<file path="src/rtl/bitwise_unit_n.sv">
// Two-stage pipelined bitwise logic unit with zero/negative flags behind a valid/ready handshake.
// S1 holds the accepted operands; S2 holds the registered result and its flags.
module bitwise_unit_n #(
  parameter int unsigned WIDTH = 16
) (
  input  logic             clk,
  input  logic             reset,
  input  logic             in_valid,
  output logic             in_ready,
  input  logic [WIDTH-1:0] in_a,
  input  logic [WIDTH-1:0] in_b,
  input  logic [2:0]       in_op,
  output logic             out_valid,
  input  logic             out_ready,
  output logic [WIDTH-1:0] out_data,
  output logic             out_zr,
  output logic             out_ng
);

  localparam logic [2:0] OpNot  = 3'd0;
  localparam logic [2:0] OpAnd  = 3'd1;
  localparam logic [2:0] OpOr   = 3'd2;
  localparam logic [2:0] OpXor  = 3'd3;
  localparam logic [2:0] OpNand = 3'd4;
  localparam logic [2:0] OpNor  = 3'd5;
  localparam logic [2:0] OpXnor = 3'd6;

  logic             r_s1_valid;
  logic [WIDTH-1:0] r_s1_a;
  logic [WIDTH-1:0] r_s1_b;
  logic [2:0]       r_s1_op;
  logic             r_out_valid;
  logic [WIDTH-1:0] r_out_data;
  logic             r_out_zr;
  logic             r_out_ng;

  logic             w_s2_free;
  logic             w_s1_move;
  logic             w_s1_free;
  logic             w_accept;
  logic [WIDTH-1:0] w_result;

  // Ready depends only on the two valid bits and out_ready, never on data.
  assign w_s2_free = !r_out_valid || out_ready;
  assign w_s1_move = r_s1_valid && w_s2_free;
  assign w_s1_free = !r_s1_valid || w_s1_move;
  assign w_accept  = in_valid && w_s1_free;

  always_comb begin
    w_result = r_s1_a;
    case (r_s1_op)
      OpNot:   w_result = ~r_s1_a;
      OpAnd:   w_result = r_s1_a & r_s1_b;
      OpOr:    w_result = r_s1_a | r_s1_b;
      OpXor:   w_result = r_s1_a ^ r_s1_b;
      OpNand:  w_result = ~(r_s1_a & r_s1_b);
      OpNor:   w_result = ~(r_s1_a | r_s1_b);
      OpXnor:  w_result = ~(r_s1_a ^ r_s1_b);
      default: w_result = r_s1_a;
    endcase
  end

  always_ff @(posedge clk) begin
    if (reset) begin
      r_s1_valid  <= 1'b0;
      r_s1_a      <= '0;
      r_s1_b      <= '0;
      r_s1_op     <= '0;
      r_out_valid <= 1'b0;
      r_out_data  <= '0;
      r_out_zr    <= 1'b0;
      r_out_ng    <= 1'b0;
    end else begin
      if (w_accept) begin
        r_s1_valid <= 1'b1;
        r_s1_a     <= in_a;
        r_s1_b     <= in_b;
        r_s1_op    <= in_op;
      end else if (w_s1_move) begin
        r_s1_valid <= 1'b0;
      end

      if (w_s1_move) begin
        r_out_valid <= 1'b1;
        r_out_data  <= w_result;
        r_out_zr    <= (w_result == '0);
        r_out_ng    <= w_result[WIDTH-1];
      end else if (w_s2_free) begin
        r_out_valid <= 1'b0;
      end
    end
  end

  assign in_ready  = w_s1_free;
  assign out_valid = r_out_valid;
  assign out_data  = r_out_data;
  assign out_zr    = r_out_zr;
  assign out_ng    = r_out_ng;

endmodule

</file>
<file path="config.mk">
export PLATFORM = sky130hd
export DESIGN_NAME = bitwise_unit_n
export DESIGN_NICKNAME = d
export VERILOG_FILES = /design/src/rtl/bitwise_unit_n.sv
export SDC_FILE = /design/constraint.sdc
export NUM_CORES = 1
export LEC_CHECK = 0
export ABC_CLOCK_PERIOD_IN_PS = 4900
export BUFFER_PORTS_ARGS = -buffer_cell sky130_fd_sc_hd__clkbuf_2
export CORE_ASPECT_RATIO = 1.5
export CORE_MARGIN = 4
export CORE_UTILIZATION = 61
export DETAILED_ROUTE_END_ITERATION = 7
export HOLD_SLACK_MARGIN = 0.15
export PLACE_DENSITY = 0.93
export SYNTH_ARGS = -nofsm -noshare
export SYNTH_HDL_FRONTEND = slang
export SYNTH_SLANG_ARGS = --single-unit
</file>
<file path="constraint.sdc">
create_clock -name clk -period 4.9 [get_ports clk]
set_input_delay 0.735 -clock clk [delete_from_list [all_inputs] [get_ports clk]]
set_output_delay 0.735 -clock clk [all_outputs]
set_load 0.005 [all_outputs]
</file>
# Word-level counts from Yosys, hierarchy flattened
# Index checks and enable logic that the tools add are counted.
# word_totals
regBits	55
in_bits	39
output_inout_bits	20
# op_classes
eq_ne	6
mux	5
n_bitwise	7
n_reduce_logical	10
# ops
cell	count
16-bit case mux with 7 select lines	1
16-bit inverter	4
16-bit AND	1
16-bit zero test	1
16-bit OR	1
16-bit XOR	1
3-bit equality test, second input constant	3
3-bit by 2-bit equality test with 1-bit output, second input constant	2
1-bit two-way mux	4
2-bit nonzero test	2
3-bit by 1-bit equality test with 1-bit output, second input constant	1
3-bit zero test	1
1-bit logical AND	2
1-bit zero test	2
1-bit logical OR	2

# Logic depth before layout (Yosys ltp)
# Gate-level depths: netlist of run 1.
# depth
depth_word	6
mapped_depth	9
mapped_depth_nobuf	8

# Least setup slack after synthesis of run 1
# OpenSTA, ideal clock, no wires.
# synth_path
path_type	input to register
from	in out_ready
to	reg r_s1_b[10]
setup_time_ps	132
arrival_ps	1712
t_required_ps	4768
slack_ps	3056
path_stages	7
path_buffers	2
path_cell_list	nor2b_1 nand2_1 and2_1 clkbuf_1 clkbuf_1 nand2_1 a21oi_1
# synth_via
elab_chain_len	4
# synth_rtl
element	line	text
start: declaration	14	input logic out_ready,
1-bit logical OR	44	assign w_s2_free = !r_out_valid || out_ready;
1-bit logical AND	45	assign w_s1_move = r_s1_valid && w_s2_free;
1-bit logical OR	46	assign w_s1_free = !r_s1_valid || w_s1_move;
named net in_ready	9	output logic in_ready,
1-bit logical AND	47	assign w_accept = in_valid && w_s1_free;
end signal: assignment	77	r_s1_b <= in_b;
end: declaration	30	logic [WIDTH-1:0] r_s1_b;
# The timed path passes the listed nets, and every way through them passes these cells.
# A chain may end at the register's enable or synchronous reset.

# Worst setup path in the final report of run 1
# layout_path
from	reg r_s1_op[1]
to	reg r_out_zr (netlist: out_zr)
# layout_via
elab_chain_len	3
word_cells_on_any_way	9
classes_between	6 x eq/ne; 1 x mux; 2 x reduce/logical
# layout_rtl
element	line	text
start: declaration	31	logic [2:0] r_s1_op;
start signal: assignment	78	r_s1_op <= in_op;
3-bit equality test, or another cell as far along	51	case (r_s1_op)
16-bit case mux with 7 select lines *	51	
16-bit zero test *	86	r_out_zr <= (w_result == '0);
end signal: assignment	86	
end: declaration	34	logic r_out_zr;
# Mark *: on every way between the ends. The rest lies on a longest branch, timed or not.

==> results.json, run 1 <==
{
  "drtIter0Drc": 413,
  "clk_pin_slew_ns": 0.09,
  "worst-setup-path-type": "flop to flop",
  "final.fill_count": 486,
  "ant_nets": 0,
  "hold_path.class": "flop to flop",
  "port_buffers": 58,
  "cts_tree": "yes",
  "grt_use_met3": 0.0357,
  "dieArea_sq_mm": 0.00712,
  "dp.cells": 560,
  "num_rows": 33,
  "cts_sinks": 54,
  "drc": 0,
  "grt-ovfl-total": 0,
  "clk-insertion-delay-late_ns": 0.31,
  "ys.flop_type": "dfxtp_1",
  "synth-edff-count": 0,
  "clock_tree.root_cell": "clkbuf_8",
  "maxCapViolCount": 0,
  "syn_nets": 536,
  "area_growth_pct": 7.91,
  "hold_ws_ns": 0.462,
  "rsz0062_at_grt": "no",
  "grt_pass1_wl_um": 14400,
  "path_max_fanout": 29,
  "slew_viol_final": 0,
  "synth_xor_area_frac": 0,
  "cts_buffer_depth": 2,
  "synthCells": 465,
  "synth_compound_area_frac": 0.237,
  "synthDistinctLibCells": 54,
  "yosys_warnings": 0,
  "synthArstFlopShare": 0,
  "wire_per_inst_um": 15.5,
  "place_congestion": 0.954,
  "yosysSeqAreaShare": 0.305,
  "hpwlAfterDp_um": 6220,
  "syn_area_per_cell_sq_um": 7.62,
  "num_vias": 3432,
  "p_per_area_mw_per_mm2": 255,
  "place_area_sq_mm": 0.00373,
  "netlist_area_sq_mm": 0.00354,
  "setup_viol_count_final": 0,
  "cp.arrival_ns": 2.99,
  "fin_cells": 568,
  "dieHeight_um": 101,
  "slew_headroom": 0.203,
  "vias_per_cell": 6.04,
  "cts_setup_buffers": 0,
  "synth_top_family_by_area": "compound AO/OA/AOI/OAI gates",
  "grt_pass1_vias": 3243,
  "gr-max-usage-layer": "met2",
  "post-route-period-util": 0.557,
  "peakVddDrop_mv": 0.131,
  "start_kind": "flop",
  "synth-simple-area-share": 0.210,
  "finalWirelength_um": 8830,
  "dpl_worst_slack_ns": 2.24,
  "cts_resized": 0,
  "drive_above_1_share": 0.175,
  "fin_util": 0.686,
  "die_w_um": 70.2,
  "ios": 59,
  "tightest_slew_ns": 1.19,
  "cts_hold_buf": 0,
  "first_pass_iters": 5,
  "cts_buffers": 5,
  "fin_nets": 568,
  "diodes": 0,
  "met2_usage": 0.439,
  "required_ns": 5.16,
  "initial_core_util": 0.636,
  "synthMuxAreaShare": 0.0364,
  "finalSetupTns_ns": 0,
  "grt_usage": 0.249,
  "total_power_uw": 973,
  "period_needed_ns": 2.73,
  "synthAdderAreaFrac": 0.113,
  "max_freq_ghz": 0.367,
  "core_area_sq_mm": 0.00557,
  "finalHoldViolCount": 0,
  "antenna_found_initial": 0,
  "grt_max_degree": 56,
  "crit_path_end_kind": "flop",
  "leakagePower_nw": 1.63,
  "clock_skew_ns": 0.00614,
  "layout_setup_ws_ns": 2.17,
  "ys_ff_latch": 54,
  "grtUsageMet1": 0.287,
  "htree_num_levels": 2,
  "final_cell_area_sq_mm": 0.00382,
  "status": "completed"
}
-- layout by cell type, fill, tap and decap left out, types with 7 or more instances in the layout --
| cell | count |
|---|---|
| a311oi_1 | 7 |
| dfxtp_1 | 54 |
| nor2_1 | 31 |
| o21ai_0 | 8 |
| mux2i_1 | 8 |
| nand3_1 | 9 |
| o32ai_1 | 7 |
| nand2_1 | 100 |
| ha_1 | 32 |
| clkbuf_2 | 58 |
| a21oi_1 | 57 |
| inv_1 | 33 |
-- Yosys cell counts (5+ instances only) --
| library cell | n | area, sq um |
|---|---|---|
| a21oi_1 | 57 | 285 |
| nor3_1 | 5 | 25.0 |
| or2_2 | 5 | 31.3 |
| ha_1 | 32 | 400 |
| a311oi_1 | 7 | 61.3 |
| nand3_1 | 9 | 45.0 |
| buf_2 | 10 | 50.1 |
| nand2_1 | 100 | 375 |
| clkbuf_1 | 16 | 60.1 |
| nor2_1 | 31 | 116 |
| dfxtp_1 | 54 | 1080 |
| o221ai_1 | 6 | 52.6 |
| o32ai_1 | 7 | 61.3 |
| a21boi_0 | 5 | 37.5 |
| inv_1 | 33 | 124 |
| nor2b_1 | 6 | 37.5 |
| mux2i_1 | 8 | 80.1 |
| o21ai_0 | 8 | 40.0 |
-- report_power, final --
part | internal [mW] | switching, mW | total, mW
combinational | 0.0940 | 0.125 | 0.219
clock | 0.114 | 0.143 | 0.257
sequential | 0.466 | 0.0310 | 0.497
-- final cells by class --
type                            instances  area [sq um]  area share
Inverter                               35           131      0.0343
Sequential cell                        54          1080       0.283
Tap cell                               70          87.6      0.0229
Clock buffer                            7          86.3      0.0226
Multi-Input combinational cell        339          2110       0.553
Clock inverter                          1          5.00     0.00131
Timing Repair Buffer                   62           320      0.0837
-- path summary, 6_finish.rpt --
check	from	endpoint	slack (ns)	depth (start not counted)
setup / recovery	r_s1_op[1]	out_zr	2.17	7
hold / removal	out_data[9]	out_data[9]	0.46	2
setup reg to reg	r_s1_op[1]	out_zr	2.17	7
hold reg to reg	out_data[9]	out_data[9]	0.46	2
-- sequential cells by signal, summed over array words and instances (netlist names) --
name / count
out_data: 16
r_s1_a: 16
r_s1_valid: 1
r_s1_op: 3
out_valid: 1
out_zr: 1
r_s1_b: 16
-- cell families after synthesis --
group | count (synthesis)
AND/OR/NAND/NOR | 173
buffers and inverters | 72
adder cells (fa/ha/maj) | 32
AO/OA/AOI/OAI | 122
flip-flops | 54
multiplexers | 12
-- metal layers --
layer,share of wire,wire (um),vias up
met3,0.067,595,33
li1,-,-,1660
met5,0,0,-
met1,0.39,3470,1582
met4,0.038,336,0
met2,0.50,4430,157
-- worst max-delay path, stage by stage, from the launching register on --
cell and delay (ns):
dfxtp_1 1.04, buf_4 0.39, mux2_4 0.33, a221o_1 0.29
a22oi_1 0.20, nand2_1 0.08, nor4_1 0.17, a31o_1 0.17
(Power assumes the default switching activity.)
==> run 2: changes to the inputs <==
==> config.mk (replaced) <==
export PLATFORM = sky130hd
export DESIGN_NAME = bitwise_unit_n
export DESIGN_NICKNAME = d
export VERILOG_FILES = /design/src/rtl/bitwise_unit_n.sv
export SDC_FILE = /design/constraint.sdc
export NUM_CORES = 1
export LEC_CHECK = 0
export ABC_CLOCK_PERIOD_IN_PS = 2260
export BUFFER_PORTS_ARGS = -buffer_cell sky130_fd_sc_hd__clkbuf_2
export CORE_ASPECT_RATIO = 1.5
export CORE_MARGIN = 4
export CORE_UTILIZATION = 51
export DETAILED_ROUTE_END_ITERATION = 7
export HOLD_SLACK_MARGIN = 0.15
export PLACE_DENSITY = 0.84
export SYNTH_ARGS = -nofsm -noshare
export SYNTH_HDL_FRONTEND = slang
export SYNTH_SLANG_ARGS = --single-unit
==> constraint.sdc (replaced) <==
create_clock -name clk -period 2.26 [get_ports clk]
set_input_delay 0.339 -clock clk [delete_from_list [all_inputs] [get_ports clk]]
set_output_delay 0.339 -clock clk [all_outputs]
set_load 0.005 [all_outputs]
==> run 2 against run 1 <==
Net effect: worst hold slack worse by 0.23 ns; global-route usage down 3.2 points; first-iteration DRC count down 52%; critical path type unchanged; combinational power grew 140%; non-clock buffer count grew 15.
==> results.json, run 2 (synthesis gave the netlist of run 1 again) <==
{
  "p_per_area_mw_per_mm2": 532,
  "initial_core_util": 0.521,
  "tightest_slew_ns": 0.672,
  "comb_power_share": 0.247,
  "dieArea_sq_mm": 0.00838,
  "vias_per_cell": 5.76,
  "antenna_found_initial": 0,
  "dpl_worst_slack_ns": 0.235,
  "internal_power_mw": 1.45,
  "path_max_fanout": 15,
  "finalWirelength_um": 9110,
  "seq_power_share": 0.507,
  "core_area_sq_mm": 0.00681,
  "post-route-period-util": 0.960,
  "crit_path_end_kind": "flop",
  "first_pass_iters": 5,
  "area_growth_pct": 11.3,
  "port_buffers": 58,
  "num_vias": 3401,
  "drive_above_1_share": 0.195,
  "num_rows": 37,
  "cts_buffers": 5,
  "cts_resized": 0,
  "dp.cells": 583,
  "slew_headroom": 0.551,
  "setup_viol_count_final": 0,
  "grt_max_degree": 36,
  "clock_tree.root_cell": "clkbuf_8",
  "wire_per_inst_um": 15.4,
  "clk-insertion-delay-late_ns": 0.31,
  "ios": 59,
  "required_ns": 2.52,
  "status": "completed",
  "hpwlAfterDp_um": 6740,
  "grt_usage": 0.218,
  "hold_path.class": "input pin to flop",
  "slew_viol_final": 0,
  "rsz0062_at_grt": "no",
  "min_from": "in_a[8]",
  "p_clk_frac": 0.246,
  "cp.arrival_ns": 2.43,
  "crit_start": "r_s1_op[2]",
  "max_freq_ghz": 0.461,
  "grt_pass1_vias": 3316,
  "cts_tree": "yes",
  "final_cell_mix": "nand2_1, clkbuf_2, a21oi_1, dfxtp_1, inv_1",
  "layout_setup_ws_ns": 0.0901,
  "ant_nets": 0,
  "clk_pin_slew_ns": 0.09,
  "drtIter0Drc": 200,
  "diodes": 0,
  "fin_cells": 590,
  "grt_pass1_wl_um": 15100,
  "period_needed_ns": 2.17,
  "final_common_cell": "nand2_1",
  "fin_util": 0.580,
  "htree_num_levels": 2,
  "leakagePower_nw": 1.70,
  "grt-ovfl-total": 0,
  "worst-setup-path-type": "flop to flop",
  "drc": 0,
  "cts_buffer_depth": 2,
  "timing.rr.start": "r_s1_op[2]",
  "die_w_um": 76.1,
  "cts_setup_buffers": 0,
  "fin_nets": 583,
  "finalSetupTns_ns": 0,
  "peakVddDrop_mv": 0.402,
  "clock_skew_ns": 0.00703,
  "cts_hold_buf": 0,
  "cts_sinks": 54,
  "start_kind": "flop",
  "maxCapViolCount": 0,
  "dieHeight_um": 110,
  "place_congestion": 1.01,
  "switching_power_uw": 650,
  "finalHoldViolCount": 0,
  "power.share.switching": 0.310
}
==> run 2: path summary, 6_finish.rpt <==
check | end | depth (start not counted) | slack, ns
max | out_zr | 7 | 0.09
min | r_s1_a[8] | 3 | 0.23
max reg2reg | out_zr | 7 | 0.09
min reg2reg | out_data[12] | 2 | 0.46
==> run 2: cell type report <==
class / count / area (sq um)
Clock buffer: 7 / 76.3
Fill cell: 645 / 2860
Inverter: 35 / 131
Multi-Input combinational cell: 339 / 2110
Sequential cell: 54 / 1080
Tap cell: 78 / 97.6
Timing Repair Buffer: 77 / 445
==> run 2: metrics by stage <==
stage | total power [mW] | cell area, sq um | hold WS [ns]
floorplan | 1.44 | 3540 | 0.453
global placement | 1.58 | 3870 | 0.445
detailed placement | 1.60 | 3870 | 0.449
CTS | 2.11 | 3950 | 0.230
global route | 2.22 | 3950 | 0.236
finish | 2.10 | 3950 | 0.232
==> run 2: metal layers <==
layer	vias to the layer above	share of wire	GRT usage	routed length, um
met1	1584	0.39	0.246	3560
met3	28	0.058	0.0407	530
met2	100	0.52	0.390	4700
li1	1689	-	-	-
met5	-	0	0	0
met4	0	0.035	0.110	320
==> run 2: power groups by stage <==
stage	Sequential [mW]	Clock, mW	Combinational (mW)
2_1_floorplan	1.07	0	0.367
3_3_place_gp	1.08	0	0.496
3_5_place_dp	1.09	0	0.511
4_1_cts	1.06	0.531	0.516
5_1_grt	1.07	0.571	0.578
6_report	1.06	0.516	0.518
==> run 2: worst max-delay path: stages, from the launching register on <==
cell and delay [ns]:
dfxtp_1 0.61, buf_4 0.29, a21boi_0 0.23, a311oi_1 0.09, o32ai_1 0.39, nand2_1 0.11
nor4_1 0.21, a31o_1 0.18
